## config.mk

```make
export PLATFORM = sky130hd
export DESIGN_NAME = rocc_cmd_queue
export DESIGN_NICKNAME = d
export VERILOG_FILES = /design/src/rtl/rocc_pkg.sv /design/src/rtl/rocc_cmd_queue_ctrl.sv /design/src/rtl/rocc_cmd_queue.sv
export SDC_FILE = /design/constraint.sdc
export NUM_CORES = 1
export LEC_CHECK = 0
export CAP_MARGIN = 30
export CORE_MARGIN = 2
export CORE_UTILIZATION = 45
export DETAILED_ROUTE_END_ITERATION = 6
export PLACE_DENSITY = 0.81
export SYNTH_ARGS = -nofsm -noshare
export SYNTH_HDL_FRONTEND = slang
export SYNTH_HIERARCHICAL = 1
export SYNTH_SLANG_ARGS = --single-unit
```

## constraint.sdc

```tcl
create_clock -name clk -period 33.8 [get_ports clk]
set_input_delay 8.45 -clock clk [delete_from_list [all_inputs] [get_ports clk]]
set_output_delay 8.45 -clock clk [all_outputs]
set_load 0.03 [all_outputs]
```

## src/rtl/rocc_pkg.sv

```systemverilog
// Shared RoCC command types: instruction field layout, command bundle and funct codes.
package rocc_pkg;

    localparam int unsigned XLEN = 64;

    typedef enum logic [6:0] {
        FUNCT_WRITE = 7'd0,
        FUNCT_LOAD  = 7'd2,
        FUNCT_ACCUM = 7'd3
    } rocc_funct_e;

    typedef struct packed {
        logic [6:0] funct;
        logic [4:0] rs2;
        logic [4:0] rs1;
        logic       xd;
        logic       xs1;
        logic       xs2;
        logic [4:0] rd;
        logic [6:0] opcode;
    } rocc_inst_t;

    typedef struct packed {
        rocc_inst_t      inst;
        logic [XLEN-1:0] rs1;
        logic [XLEN-1:0] rs2;
    } rocc_cmd_t;

endpackage

```

## src/rtl/rocc_cmd_queue_ctrl.sv

```systemverilog
// Head/tail pointers, maybe_full flag and occupancy count for the RoCC command queue.
module rocc_queue_ctrl
    import rocc_pkg::*;
#(
    parameter int unsigned DEPTH = 2,
    localparam int unsigned PTR_W = $clog2(DEPTH),
    localparam int unsigned CNT_W = $clog2(DEPTH + 1)
) (
    input  logic             clk,
    input  logic             reset,
    input  logic             do_enq_i,
    input  logic             do_deq_i,
    output logic [PTR_W-1:0] head_o,
    output logic [PTR_W-1:0] tail_o,
    output logic             empty_o,
    output logic             full_o,
    output logic [CNT_W-1:0] count_o
);

    logic [PTR_W-1:0] head_q, head_d;
    logic [PTR_W-1:0] tail_q, tail_d;
    logic             maybe_full_q, maybe_full_d;
    logic [PTR_W-1:0] ptr_diff;
    logic             ptr_match;

    assign ptr_match = (head_q == tail_q);
    assign empty_o   = ptr_match & ~maybe_full_q;
    assign full_o    = ptr_match & maybe_full_q;
    assign head_o    = head_q;
    assign tail_o    = tail_q;

    // DEPTH is a power of two, so the pointer difference wraps modulo DEPTH on its own.
    assign ptr_diff  = tail_q - head_q;
    assign count_o   = full_o ? CNT_W'(DEPTH) : CNT_W'(ptr_diff);

    always_comb begin
        head_d       = head_q;
        tail_d       = tail_q;
        maybe_full_d = maybe_full_q;
        if (do_enq_i) begin
            tail_d = tail_q + PTR_W'(1);
        end
        if (do_deq_i) begin
            head_d = head_q + PTR_W'(1);
        end
        if (do_enq_i != do_deq_i) begin
            maybe_full_d = do_enq_i;
        end
    end

    always_ff @(posedge clk) begin
        if (reset) begin
            head_q       <= '0;
            tail_q       <= '0;
            maybe_full_q <= 1'b0;
        end else begin
            head_q       <= head_d;
            tail_q       <= tail_d;
            maybe_full_q <= maybe_full_d;
        end
    end

endmodule

```

## src/rtl/rocc_cmd_queue.sv

```systemverilog
// RoCC command queue: DEPTH-entry circular FIFO of {inst, rs1, rs2} commands.
// Define ROCC_CMD_QUEUE_FLOW_EN for zero-latency pass-through when the queue is empty.
module rocc_cmd_queue
    import rocc_pkg::*;
#(
    parameter int unsigned DEPTH = 2
) (
    input  logic                         clk,
    input  logic                         reset,
    input  logic                         io_enq_valid,
    output logic                         io_enq_ready,
    input  logic [31:0]                  io_enq_bits_inst,
    input  logic [63:0]                  io_enq_bits_rs1,
    input  logic [63:0]                  io_enq_bits_rs2,
    input  logic                         io_deq_ready,
    output logic                         io_deq_valid,
    output logic [31:0]                  io_deq_bits_inst,
    output logic [63:0]                  io_deq_bits_rs1,
    output logic [63:0]                  io_deq_bits_rs2,
    output logic [$clog2(DEPTH+1)-1:0]   io_count
);

    localparam int unsigned PTR_W = $clog2(DEPTH);

    rocc_cmd_t        mem_q [DEPTH];
    rocc_cmd_t        enq_cmd;
    rocc_cmd_t        deq_cmd;
    logic [PTR_W-1:0] head;
    logic [PTR_W-1:0] tail;
    logic             empty;
    logic             full;
    logic             do_enq;
    logic             do_deq;

    assign enq_cmd      = {io_enq_bits_inst, io_enq_bits_rs1, io_enq_bits_rs2};
    assign io_enq_ready = ~full;

`ifdef ROCC_CMD_QUEUE_FLOW_EN
    // An empty queue forwards the offered command; if it is consumed at once, nothing is stored.
    assign io_deq_valid = ~empty | io_enq_valid;
    assign deq_cmd      = empty ? enq_cmd : mem_q[head];
    assign do_enq       = io_enq_valid & ~full & ~(empty & io_deq_ready);
    assign do_deq       = io_deq_ready & ~empty;
`else
    assign io_deq_valid = ~empty;
    assign deq_cmd      = mem_q[head];
    assign do_enq       = io_enq_valid & ~full;
    assign do_deq       = io_deq_ready & ~empty;
`endif

    assign io_deq_bits_inst = deq_cmd.inst;
    assign io_deq_bits_rs1  = deq_cmd.rs1;
    assign io_deq_bits_rs2  = deq_cmd.rs2;

    rocc_queue_ctrl #(
        .DEPTH (DEPTH)
    ) u_ctrl (
        .clk      (clk),
        .reset    (reset),
        .do_enq_i (do_enq),
        .do_deq_i (do_deq),
        .head_o   (head),
        .tail_o   (tail),
        .empty_o  (empty),
        .full_o   (full),
        .count_o  (io_count)
    );

    // Storage is intentionally not reset; a write coincident with reset is orphaned by the pointer reset.
    always_ff @(posedge clk) begin
        if (do_enq) begin
            mem_q[tail] <= enq_cmd;
        end
    end

endmodule

```

After elaboration in Yosys (flattened, before gate mapping)
Memories as Yosys holds them, arrays and structs flattened. A register that Yosys moved wholly into a read port is not among the register bits.
Index checks and enable logic that the tools add are counted.
{ "word_totals": {"input_bits": 164, "out_inout_bits": 164, "ramBits": 320, "rom_bits": 0, "n_memories": 1, "reg_bits": 3, "latchBits": 0, "elab_cells": 21} }
{ "memory_table": {"columns": ["name", "depth", "width", "read_ports", "rd_ports_with_merged_regs", "wr", "line", "source"], "rows": [
  ["mem_q", 2, 160, 1, 1, 1, "rocc_cmd_queue.sv:25", "rocc_cmd_t mem_q [DEPTH];"]
]} }
{ "classes": {"div_mod_pow": 0, "n_addsub": 3, "n_bitwise": 7, "shift": 0, "n_lt_le_gt_ge": 0, "eq_ne": 2, "mul": 0, "mux": 5, "n_reduce_logical": 0} }
{ "ops": {"columns": ["cell", "count"], "rows": [
  ["1-bit AND", 4],
  ["1-bit two-way mux", 4],
  ["1-bit NOT", 3],
  ["1-bit adder (second input constant)", 2],
  ["2-bit two-way mux", 1],
  ["1-bit equality test", 1],
  ["1-bit inequality test", 1],
  ["1-bit subtractor", 1]
]} }

Logic depth before layout (Yosys ltp)
Gate-level depths: netlist (run 1).
{ "depth": {"depth_word": 6, "mapped_depth": 5} }

Hierarchy
The synthesis (run 1) kept the hierarchy.
{ "by_module_without_submodules": {"columns": ["module", "seq_area_each_um2", "area_each_um2", "instances", "cells_per_inst"], "rows": [
  ["rocc_cmd_queue", 9609.2, 11987.7, 1, 504],
  ["rocc_queue_ctrl", 60.1, 137.6, 1, 15]
]} }

Worst setup path after synthesis (run 1)
Ideal clock, no wire load.
{ "synth_path": {"path_kind": "input -> register", "startpoint": "in io_enq_valid", "endpoint": "mem mem_q[0][0] (netlist name) (enable)", "arrival_ns": 19.865, "setup_slack_ns": 13.026, "n_path_buf": 0, "stages": 1, "setup_ns": 0.909, "path_cell_list": "nor3b_1"} }
{ "synth_between": {"elab_chain_cells": 3} }
{ "synth_lines": {"columns": ["item", "line", "source"], "rows": [
  ["start, declared", "rocc_cmd_queue.sv:10", "input logic io_enq_valid,"],
  ["1-bit AND", "rocc_cmd_queue.sv:47", "assign do_enq = io_enq_valid & ~full;"],
  ["1-bit two-way mux", "rocc_cmd_queue.sv:71", "if (do_enq) begin"],
  ["1-bit two-way mux (implied by the code)", "rocc_cmd_queue.sv:72", "mem_q[tail] <= enq_cmd;"],
  ["end, declared", "rocc_cmd_queue.sv:25", null]
]} }
Every way passes these cells.

==> run_results.csv, run 1 <==
group,metric,value,unit
yosys,yosys-top-cells-area,"edfxtp_1 (79%), mux2_4 (12%), mux2_2 (5.6%)",
yosys,synth_common_cells,"edfxtp_1 (320), mux2_4 (100), mux2_2 (60)",
clock_network,clock_path_buffers,3,
sta,timing_hold_violations_final,0,
setup_path,critPathCaptureType,"output port",
min_path,hp-class,"flop to flop",
detailed_routing,wl_met3,1842,um
clock_network,clock-root-buffer,"clkbuf_16",
global_routing,grt_first_pass_wirelength,35100,um
yosys,synth-edff-count,320,
yosys,postSynthAreaPerCell,23.36,um^2
setup_path,cp-start-kind,"flop",
sta,tightestPinTransition,0.9595,ns
yosys,ys_types,17,
sta,rsz0062_at_grt,"no",
detailed_routing,wl_per_cell,19.30,um
floorplan,die_area,0.02827,mm^2
final_layout,num-fill-cells,1865,
global_routing,grt_pass1_vias,6253,
detailed_routing,top_layer_used,"met4",
placement,dpl.hpwl,16000,um
yosys,synthCells,519,
final_layout,nets,1034,
floorplan,start_util,45.37,%
final_layout,final_cell_area,0.01669,mm^2
floorplan,rows,60,
sta,fin_ws,22.09,ns
sta,tns,0,ns
floorplan,die_h,168.2,um
detailed_routing,wl_met1,9463,um
setup_path,required,25.35,ns
min_path,holdPathStages,2,
power_and_ir_drop,power_density,82.95,mW/mm^2
clock_network,cts_hold_buf,0,
global_routing,grt_max_degree,75,
floorplan,core,0.02673,mm^2
min_path,hold_path.startpoint,"u_ctrl/maybe_full_q",
yosys,yosysMostFrequentCell,"edfxtp_1",
yosys,synth_ff_type,"edfxtp_1",
clock_network,post_cts_buffers,0,
yosys,ys_seq_elements,323,
yosys,async_reset_ff_share,0,%
setup_path,worstPathArrival,3.26,ns
yosys,syn_area,0.01213,mm^2
global_routing,antenna_found_initial,3,
setup_path,r2r_cells,6,
sta,slew_headroom,36.03,%
setup_path,r2r_start,"u_ctrl/head_o",
power_and_ir_drop,p_leak,0.005790,uW
detailed_routing,antenna_left,0,
placement,gp_congestion,0.7613,
final_layout,regArea,0.009673,mm^2
floorplan,die_x,168.2,um
yosys,yosysWarningCount,6,
sta,finalSetupViolCount,0,
setup_path,crit_type,"flop to output port",
power_and_ir_drop,ir_drop,0.05861,mV
clock_network,cts.sinks,323,
detailed_routing,drt_iter0_drc,438,
sta,skew,0.01805,ns
sta,finalMaxSlewViolations,0,
setup_path,crit_path_max_fanout,44,
final_layout,drive_gt1_share,23.88,%
clock_network,cts.htree.levels,1,
detailed_routing,dr.pass1.iters,4,
outcome,status,"finished clean",
flow_run,drv_cap,0,
detailed_routing,via_per_inst,4.841,
placement,pre_cts_slack,22.60,ns
detailed_routing,met2_length,12030,um
global_routing,globalRouteTotalUtil,16.18,%
placement,placed_area,0.01575,mm^2
yosys,synth.top_cell.area_share,79.25,%
detailed_routing,drc,0,
placement,dp_cells,1176,
clock_network,cts_inserted_buffers,31,
floorplan,num_io_pins,328,
detailed_routing,wirelength,23860,um
sta,period_needed,11.71,ns
setup_path,cp-startpoint,"u_ctrl/head_o",
clock_network,clk_latency,0.55,ns
sta,fin_crit_sh,34.65,%
final_layout,finalNonFillerCells,1236,
placement,portBuffers,327,
global_routing,overflow,0,
final_layout,multi_input_area,0.002281,mm^2
clock_network,clkTransAtPathRegs,0.07,ns
yosys,syn_nets,683,
sta,fmax,85.39,MHz
final_layout,areaGrowthSynthToFinish,37.62,%
yosys,yosysTopAreaCell,"edfxtp_1",
detailed_routing,num_vias,5983,
clock_network,cts_tree,"yes",
clock_network,cts_resized,0,
yosys,yosysSeqAreaShare,79.74,%
metal layers:
layer  vias up  global-route usage (%)
met5         -                       0
met3        41                   5.054
met2       245                   27.65
met4         0                   5.060
met1      2924                   19.79
li1       2773                       -
metrics by stage:
stage	power [uW]	util [%]	hold WS, ns
floorplan	916.3	-	0.4566
global placement	1084	58.81	0.4815
detailed placement	1092	58.91	0.4905
CTS	1397	62.21	0.5064
global route	1438	62.43	0.5431
finish	1384	62.44	0.5101
cell type report:
type,instances,share of cell area (%)
diodes,3,0.04499
flip-flops and latches,323,57.97
repair buffers,337,20.42
inverters,3,0.06748
multi-input cells,174,13.67
clock buffers,35,4.739
well taps,341,2.557
clock inverters,20,0.5324
registers in the layout, indices dropped and copies added (netlist names):
signal	cells
u_ctrl/head_o	1
u_ctrl/maybe_full_q	1
u_ctrl/tail_o	1
mem_q	320
final timing paths:
check | endpoint | slack (ns)
worst max-delay path | io_deq_bits_inst[8] | 22.09
worst min-delay path | u_ctrl/maybe_full_q | 0.51
worst max register to register | mem_q[0][132] | 30.45
worst min register to register | u_ctrl/maybe_full_q | 0.51
cells by family after synthesis:
group	Yosys count	synth area share [%]
multiplexers	160	17.95
AND/OR/NAND/NOR	10	0.5056
buffers and inverters	22	1.517
flip-flops	323	79.74
XOR/XNOR	3	0.2167
AO/OA/AOI/OAI	1	0.06194
worst max-delay path: stages (launching register included):
cell	delay, ns
dfxtp_4	0.68
buf_16	0.31
buf_4	0.65
mux2_4	0.28
clkdlybuf4s50_1	0.71
cell usage in the layout, fill, tap and decap left out, drive strengths merged:
cell / count
clkdlybuf4s50: 327
edfxtp: 320
mux2: 160
clkbuf: 35
clkinv: 20
buf: 10
nor2: 4
diode: 3
inv: 3
dfxtp: 3
nor2b: 2
xnor2: 2
nor3b: 1
and3b: 1
xor2: 1
and2b: 1
or3b: 1
o31ai: 1
power by group:
group | internal [uW] | switching [uW] | leakage (uW)
Combinational | 254 | 290 | 0.00235
Clock | 166 | 136 | 0.000437
Sequential | 517 | 22.1 | 0.00301
No activity file was read; power rests on OpenSTA's default activity.
==> run 2: changes to the inputs <==
CORE_UTILIZATION = 44   (was 45)
PLACE_DENSITY = 0.83   (was 0.81)
clock period = 9.5 ns   (was 33.8 ns; I/O delays follow)
==> run 2 against run 1 <==
Critical path depth is the same. Critical endpoint is now io_deq_bits_rs1[9]. Final cell count grew 0.24%. Worst hold slack better by 0.050 ns. Count of clock-buffer cells in the layout unchanged. Global-route usage rose by 0.32 points. Power rose to 3.7 times the previous value.
==> run_results.csv, run 2 (synthesis results as in run 1) <==
group,metric,value,unit
outcome,status,"finished clean",
power_and_ir_drop,p_leak,0.005855,uW
detailed_routing,wl_per_cell,20.02,um
min_path,hp-class,"flop to flop",
setup_path,r2r_slack,6.32,ns
sta,tightestPinTransition,0.9631,ns
power_and_ir_drop,swShare,31.80,%
floorplan,start_util,44.87,%
sta,holdWs,0.5602,ns
final_layout,nets,1034,
floorplan,num_io_pins,328,
power_and_ir_drop,power_switching,1619,uW
power_and_ir_drop,sequentialPowerShare,37.8,%
floorplan,die_h,170.0,um
detailed_routing,met2_length,12630,um
global_routing,grt_first_pass_wirelength,36500,um
sta,fmax,184.7,MHz
setup_path,critPathMaxStageDelay,0.74,ns
setup_path,r2r_cells,5,
setup_path,critPathCaptureType,"output port",
detailed_routing,top_layer_used,"met5",
sta,slew_headroom,35.80,%
setup_path,crit_type,"flop to output port",
placement,dp_cells,1178,
setup_path,cp_num_buf_inv,3,
detailed_routing,drt_iter0_drc,373,
setup_path,slowest_stage,"dfxtp_4",
placement,gp_congestion,0.7633,
power_and_ir_drop,pwr-share-comb,38.1,%
clock_network,cts_resized,0,
final_layout,finalNonFillerCells,1239,
final_layout,layout_commonest_cell,"clkdlybuf4s50_1",
power_and_ir_drop,ir_drop,0.2214,mV
setup_path,cp-startpoint,"u_ctrl/head_o",
clock_network,cts.htree.levels,1,
global_routing,overflow,0,
sta,fin_crit_sh,56.99,%
sta,finalMaxSlewViolations,0,
global_routing,grt_pass1_vias,6428,
clock_network,clkTransAtPathRegs,0.06,ns
setup_path,critPathTopFamily,"buffers and inverters",
floorplan,die_area,0.02890,mm^2
clock_network,post_cts_buffers,0,
clock_network,cts_tree,"yes",
floorplan,rows,60,
final_layout,areaGrowthSynthToFinish,38.98,%
final_layout,final_cell_mix,"clkdlybuf4s50_1 (327), edfxtp_1 (320), mux2_4 (100)",
setup_path,worstSetupEndpoint,"io_deq_bits_rs1[9]",
detailed_routing,wl_met3,2267,um
global_routing,grt_max_degree,69,
clock_network,cts_hold_buf,0,
global_routing,antenna_found_initial,5,
detailed_routing,dr.pass1.iters,6,
setup_path,cp.depth,4,
clock_network,cts_inserted_buffers,31,
detailed_routing,wl_met1,9239,um
placement,dpl.hpwl,16910,um
global_routing,globalRouteTotalUtil,16.49,%
detailed_routing,via_per_inst,4.814,
detailed_routing,antenna_left,0,
power_and_ir_drop,power_density,302.2,mW/mm^2
sta,rsz0062_at_grt,"no",
setup_path,cp-start-kind,"flop",
floorplan,die_x,170.0,um
setup_path,worstPathCellList,"buf_4 -> buf_16 -> mux2_4 -> clkdlybuf4s50_1",
clock_network,cts.sinks,323,
flow_run,drv_cap,0,
setup_path,worstPathArrival,3.04,ns
detailed_routing,drc,0,
placement,pre_cts_slack,4.645,ns
sta,period_needed,5.414,ns
power_and_ir_drop,power,5093,uW
setup_path,required,7.13,ns
final_layout,top_register,"mem_q",
clock_network,clock-root-buffer,"clkbuf_16",
setup_path,r2r-end,"mem_q[0][118]",
floorplan,core,0.02703,mm^2
clock_network,clock_path_buffers,3,
sta,fin_ws,4.086,ns
sta,timing_hold_violations_final,0,
detailed_routing,wirelength,24810,um
power_and_ir_drop,clockPowerShare,24.2,%
power_and_ir_drop,p_int,3474,uW
setup_path,crit_path_max_fanout,55,
final_layout,largest_reg_flops,320,
sta,finalSetupViolCount,0,
placement,portBuffers,327,
final_layout,num-fill-cells,1849,
clock_network,clk_latency,0.54,ns
sta,tns,0,ns
sta,skew,0.01571,ns
setup_path,r2r_start,"u_ctrl/head_o",
detailed_routing,num_vias,5964,
final_layout,drive_gt1_share,25.06,%
[run 2: layout make-up]
| cell class | count | area, um^2 | share of cell area (%) |
|---|---|---|---|
| well taps | 341 | 426.7 | 2.532 |
| multi-input cells | 174 | 2287 | 13.57 |
| inverters | 3 | 11.26 | 0.06682 |
| flip-flops and latches | 323 | 9673 | 57.40 |
| clock inverters | 22 | 245.2 | 1.455 |
| diodes | 4 | 10.01 | 0.05940 |
| repair buffers | 337 | 3408 | 20.22 |
| clock buffers | 35 | 790.8 | 4.692 |
[run 2: worst min-delay path by stage]
stage                        start  slack, ns  depth (start not counted)             endpoint
2_1_floorplan  u_ctrl/maybe_full_q       0.46                          2  u_ctrl/maybe_full_q
3_3_place_gp   u_ctrl/maybe_full_q       0.47                          2  u_ctrl/maybe_full_q
3_5_place_dp   u_ctrl/maybe_full_q       0.48                          2  u_ctrl/maybe_full_q
4_1_cts        u_ctrl/maybe_full_q       0.53                          2  u_ctrl/maybe_full_q
5_1_grt        u_ctrl/maybe_full_q       0.57                          2  u_ctrl/maybe_full_q
6_report       u_ctrl/maybe_full_q       0.56                          2  u_ctrl/maybe_full_q
[run 2: layer usage]
metal,global-route usage (%),vias to the layer above
li1,-,2774
met1,18.99,2890
met2,28.87,252
met3,5.558,46
met4,5.723,2
met5,0,-
[run 2: worst min-delay path, stage by stage (launching register included)]
cell and delay, ns:
dfxtp_1 0.32, inv_1 0.09, o31ai_1 0.10
[run 2: power groups by stage]
| stage | Combinational [uW] | Clock (uW) | Sequential (uW) |
|---|---|---|---|
| after floorplan | 1280 | 0 | 1950 |
| after global placement | 1910 | 0 | 1940 |
| after detailed placement | 1940 | 0 | 1960 |
| after CTS | 1960 | 1260 | 1930 |
| after global routing | 2020 | 1310 | 1940 |
| final | 1940 | 1230 | 1920 |
[run 2: metrics by stage]
stage	instance area [um^2]	util, %
6_report	16850	62.36
5_1_grt	16850	62.35
4_1_cts	16840	62.32
3_5_place_dp	15810	58.49
3_3_place_gp	15720	58.18
2_1_floorplan	12130	-
==> RTL change 1 (config.mk and constraints of run 2) <==
Put a register stage on the output `io_count`. The value now appears one clock later. The other outputs are not delayed to match.
--- a/src/rtl/rocc_cmd_queue.sv
+++ b/src/rtl/rocc_cmd_queue.sv
@@ -21,6 +21,8 @@
 );
 
     localparam int unsigned PTR_W = $clog2(DEPTH);
+
+    logic [$clog2(DEPTH+1)-1:0] io_count_d;
 
     rocc_cmd_t        mem_q [DEPTH];
     rocc_cmd_t        enq_cmd;
@@ -63,7 +65,7 @@
         .tail_o   (tail),
         .empty_o  (empty),
         .full_o   (full),
-        .count_o  (io_count)
+        .count_o  (io_count_d)
     );
 
     // Storage is intentionally not reset; a write coincident with reset is orphaned by the pointer reset.
@@ -73,5 +75,9 @@
         end
     end
 
+    always_ff @(posedge clk) begin
+        io_count <= io_count_d;
+    end
+
 endmodule
 
Function: changed (Yosys sat finds a counterexample within 4 cycles, from zero or initial values and one cycle with reset high).
==> RTL change 1 against run 2 <==
- setup slack worse by 0.29 ns
- global-route usage shrank 0.25 points
- count of clock-buffer cells in the layout increased by 10
- synthesized area rose by 0.33%
- final area grew 0.40%
- sequential cell count increased by 2
- total power grew 0.47%
- critical path type unchanged
- wire length fell by 0.71%
- via count increased by 2.0%
==> RTL change 1: results (changes against run 2) <==
| Metric | Value |
|---|---|
| Pwr dens | `302 nW/um^2 (about the same)` |
| Mapped Cells | `521 (+0.39%)` |
| WL/cell | `19.9 microns (-0.71%)` |
| Delay-heaviest family, CP | `buffers and inverters` |
| H-tree levels | `2 (+1)` |
| Clock Latency Late Sink | `0.50 ns (-0.04 ns)` |
| Met1 GRT Util | `18.1% (-0.92 points)` |
| Antenna Diode Count | `0 (-4)` |
| Filler instances | `1895 (+2.5%)` |
| N_taps | `341 (unchanged)` |
| Final HPWL from detailed placement | `16700 microns (-1.4%)` |
| Clk. pwr | `between 1 and 1.5 mW` |
| Initial DRT Pass Iterations | `5 (-1)` |
| Static Leak | `5.90 nW (+0.74%)` |
| Post-synth net total | `685 (+0.29%)` |
| GR Util met3 | `5.74% (+0.19 points)` |
| Placer Congestion | `0.770 (+0.86%)` |
| Signal buf overhead | `20.2% (-0.036 points)` |
| Initial antenna violation count | `1 (-4)` |
| Multi-input combinational area share | `13.5% (-0.054 points)` |
| CP arrival | `3.33 ns (+0.29 ns)` |
| Setup WS pre-CTS | `4.21 ns (-0.433 ns)` |
| Seq_cells | `325 (+0.62%)` |
| Starting DRC count in detailed routing | `483 (+29%)` |
| VDD IR-drop max | `0.252 mV (+14%)` |
| Via density per instance | `4.91 (+2.0%)` |
| Register area share after synthesis | `79.8% (about the same)` |
| First-pass GRT wire length | `35500 microns (-2.6%)` |
| Nets@finish | `1040 (+0.58%)` |
| Clock network area share | `6.30% (+0.15 points)` |
| Largest cells by area after synthesis | `edfxtp_1 (79%), mux2_4 (12%), mux2_2 (5.6%), buf_6 (1.1%), dfxtp_1 (0.82%)` |
| Share of cells above drive strength 1 | `24.5% (-0.56 points)` |
| Worst Path Max Fanout | `51 (-7.3%)` |
| Largest net degree at the start of global routing | `75 (+8.7%)` |
| CTS buffer count | `35 (+13%)` |
| GR Util met2 | `28.5% (-0.35 points)` |
| Number of clock buffers in the layout | `45 (+29%)` |
| Total track usage | `16.2% (-0.25 points)` |
| Post-placement cell area | `15800 sq um (about the same)` |
| WL met3 | `2080 microns (-8.2%)` |
| Via Count | `6082 (+2.0%)` |
| WL met2 | `12500 microns (-0.81%)` |
| Psw | `1.61 mW (-0.30%)` |
| Fraction of area in registers | `57.4% (about the same)` |
| Vias in the first global route | `6481 (+0.82%)` |
| Switching share of power | `31.6% (-0.24 points)` |
| Status | `completed` |
| Met1 Wirelength | `9210 microns (-0.29%)` |
| Fin Clk Skew | `0.0235 ns (+0.00778 ns)` |
| CP max stage delay | `0.89 ns (+0.15 ns)` |
==> RTL change 1: changes by cell type after synthesis <==
cell | run 2 | this run
dfxtp_1 | 3 | 5
==> RTL change 1: final timing paths <==
check	slack (ns)	cells past startpoint	to	start
setup reg to reg	6.22	5	mem_q[0][152]$_DFFE_PP_	u_ctrl/head_o$_SDFFE_PP0P_
setup / recovery	3.80	3	io_deq_bits_rs2[46]	u_ctrl/head_o$_SDFFE_PP0P_
hold reg to reg	0.52	2	u_ctrl/maybe_full_q$_SDFFE_PP0P_	u_ctrl/maybe_full_q$_SDFFE_PP0P_
hold / removal	0.52	2	u_ctrl/maybe_full_q$_SDFFE_PP0P_	u_ctrl/maybe_full_q$_SDFFE_PP0P_
==> RTL change 1: logic make-up (layout without fill, tap and decap cells) <==
family	Yosys count	count (layout)	synth area share [%]
flops	325	325	79.8
mux	160	160	17.9
buf+inv	22	399	1.51
simple gates	10	10	0.504
xor+xnor	3	3	0.216
compound gates	1	1	0.0617
==> RTL change 2 (config.mk and constraints of run 2) <==
Made on the original files. `DEPTH` is set to 2 in 2 places; all go to 4.
--- a/src/rtl/rocc_cmd_queue_ctrl.sv
+++ b/src/rtl/rocc_cmd_queue_ctrl.sv
@@ -2,7 +2,7 @@
 module rocc_queue_ctrl
     import rocc_pkg::*;
 #(
-    parameter int unsigned DEPTH = 2,
+    parameter int unsigned DEPTH = 4,
     localparam int unsigned PTR_W = $clog2(DEPTH),
     localparam int unsigned CNT_W = $clog2(DEPTH + 1)
 ) (
--- a/src/rtl/rocc_cmd_queue.sv
+++ b/src/rtl/rocc_cmd_queue.sv
@@ -3,7 +3,7 @@
 module rocc_cmd_queue
     import rocc_pkg::*;
 #(
-    parameter int unsigned DEPTH = 2
+    parameter int unsigned DEPTH = 4
 ) (
     input  logic                         clk,
     input  logic                         reset,
Interface: changed (resized io_count); port bits go from 328 to 329. No check against the original RTL was run, so the function may have changed too.
==> RTL change 2 against run 2 <==
- first-iteration DRC count rose by 95%
- total power up 78%
- final area grew 76%
- wire length up 85%
- setup slack worse by 0.53 ns
- cell count up 60%
- sequential cell count increased by 322
- utilization decreased by 5.9 points
- largest cell class unchanged
- synthesized area is 93% higher
- count of clock-buffer cells in the layout rose by 43
- clock power increased by 110%
==> RTL change 2: results (changes against run 2) <==
| Metric | Value |
|---|---|
| Signal buf overhead | `11.7% (-8.5 points)` |
| Total track usage | `16.6% (+0.15 points)` |
| Post-synth net total | `1038 (+52%)` |
| Worst Path Max Fanout | `107 (+95%)` |
| Worst Setup SP | `u_ctrl/head_o[0]$_SDFFE_PP0P_` |
| DP Cell Count | `1864 (+58%)` |
| Static Leak | `9.28 nW (+58%)` |
| Share of cells above drive strength 1 | `20.9% (-4.2 points)` |
| Clock Latency Late Sink | `0.58 ns (+0.04 ns)` |
| Status | `completed` |
| Multi-input combinational area share | `12.9% (-0.69 points)` |
| R2R Setup Slk | `5.32 ns (-1.00 ns)` |
| Synth Area in Compound Gates | `0.0428% (-0.019 points)` |
| Filler instances | `3739 (+100%)` |
| Synth cell count leaders | `edfxtp_1 (640), mux4_2 (160), buf_2 (19)` |
| Largest register FFs | `640 (+100%)` |
| Post-synth EDFFs | `640 (+100%)` |
| Largest net degree at the start of global routing | `161 (+130%)` |
| Proportion of synthesized area in mux cells | `15.5% (-2.5 points)` |
| XOR/XNOR share of the synthesized area | `0.187% (-0.029 points)` |
| Clock power frac | `28.1% (+3.9 points)` |
| WL/cell | `23.2 microns (+16%)` |
| Count of multi-input gates | `186 (+6.9%)` |
| Final HPWL from detailed placement | `26300 microns (+56%)` |
| CP max stage delay | `0.83 ns (+0.09 ns)` |
| Starting DRC count in detailed routing | `728 (+95%)` |
| Post-placement cell area | `27500 sq um (+74%)` |
| Cell row count | `84 (+40%)` |
RTL change 2: cell count changes after synthesis, sizes merged, moves of 2 or more:
cell / delta
buf: +12
clkbuf: +6
dfxtp: +2
edfxtp: +320
inv: +2
mux2: -160
mux4: +160
nand2: +5
nor4bb: +2
xor2: +2
RTL change 2: layer usage:
layer  up-vias  share of wire [%]  track usage (%)
met5         -               0.12                0
met4         8                2.3             5.86
met3        77                9.4             5.77
met2       394                 50             26.9
met1      5469                 38             21.0
li1       4552                  -                -
RTL change 2: logic make-up (layout without fill, tap and decap cells):
| kind of cell | Yosys count | after routing |
|---|---|---|
| adders and majority gates | 1 | 1 |
| buffers and inverters | 42 | 461 |
| xor gates and xnor gates | 5 | 5 |
| other | 0 | 2 |
| muxes | 161 | 161 |
| DFF | 645 | 645 |
| and+or+nand+nor | 17 | 17 |
| AOI/OAI and AO/OA | 2 | 2 |
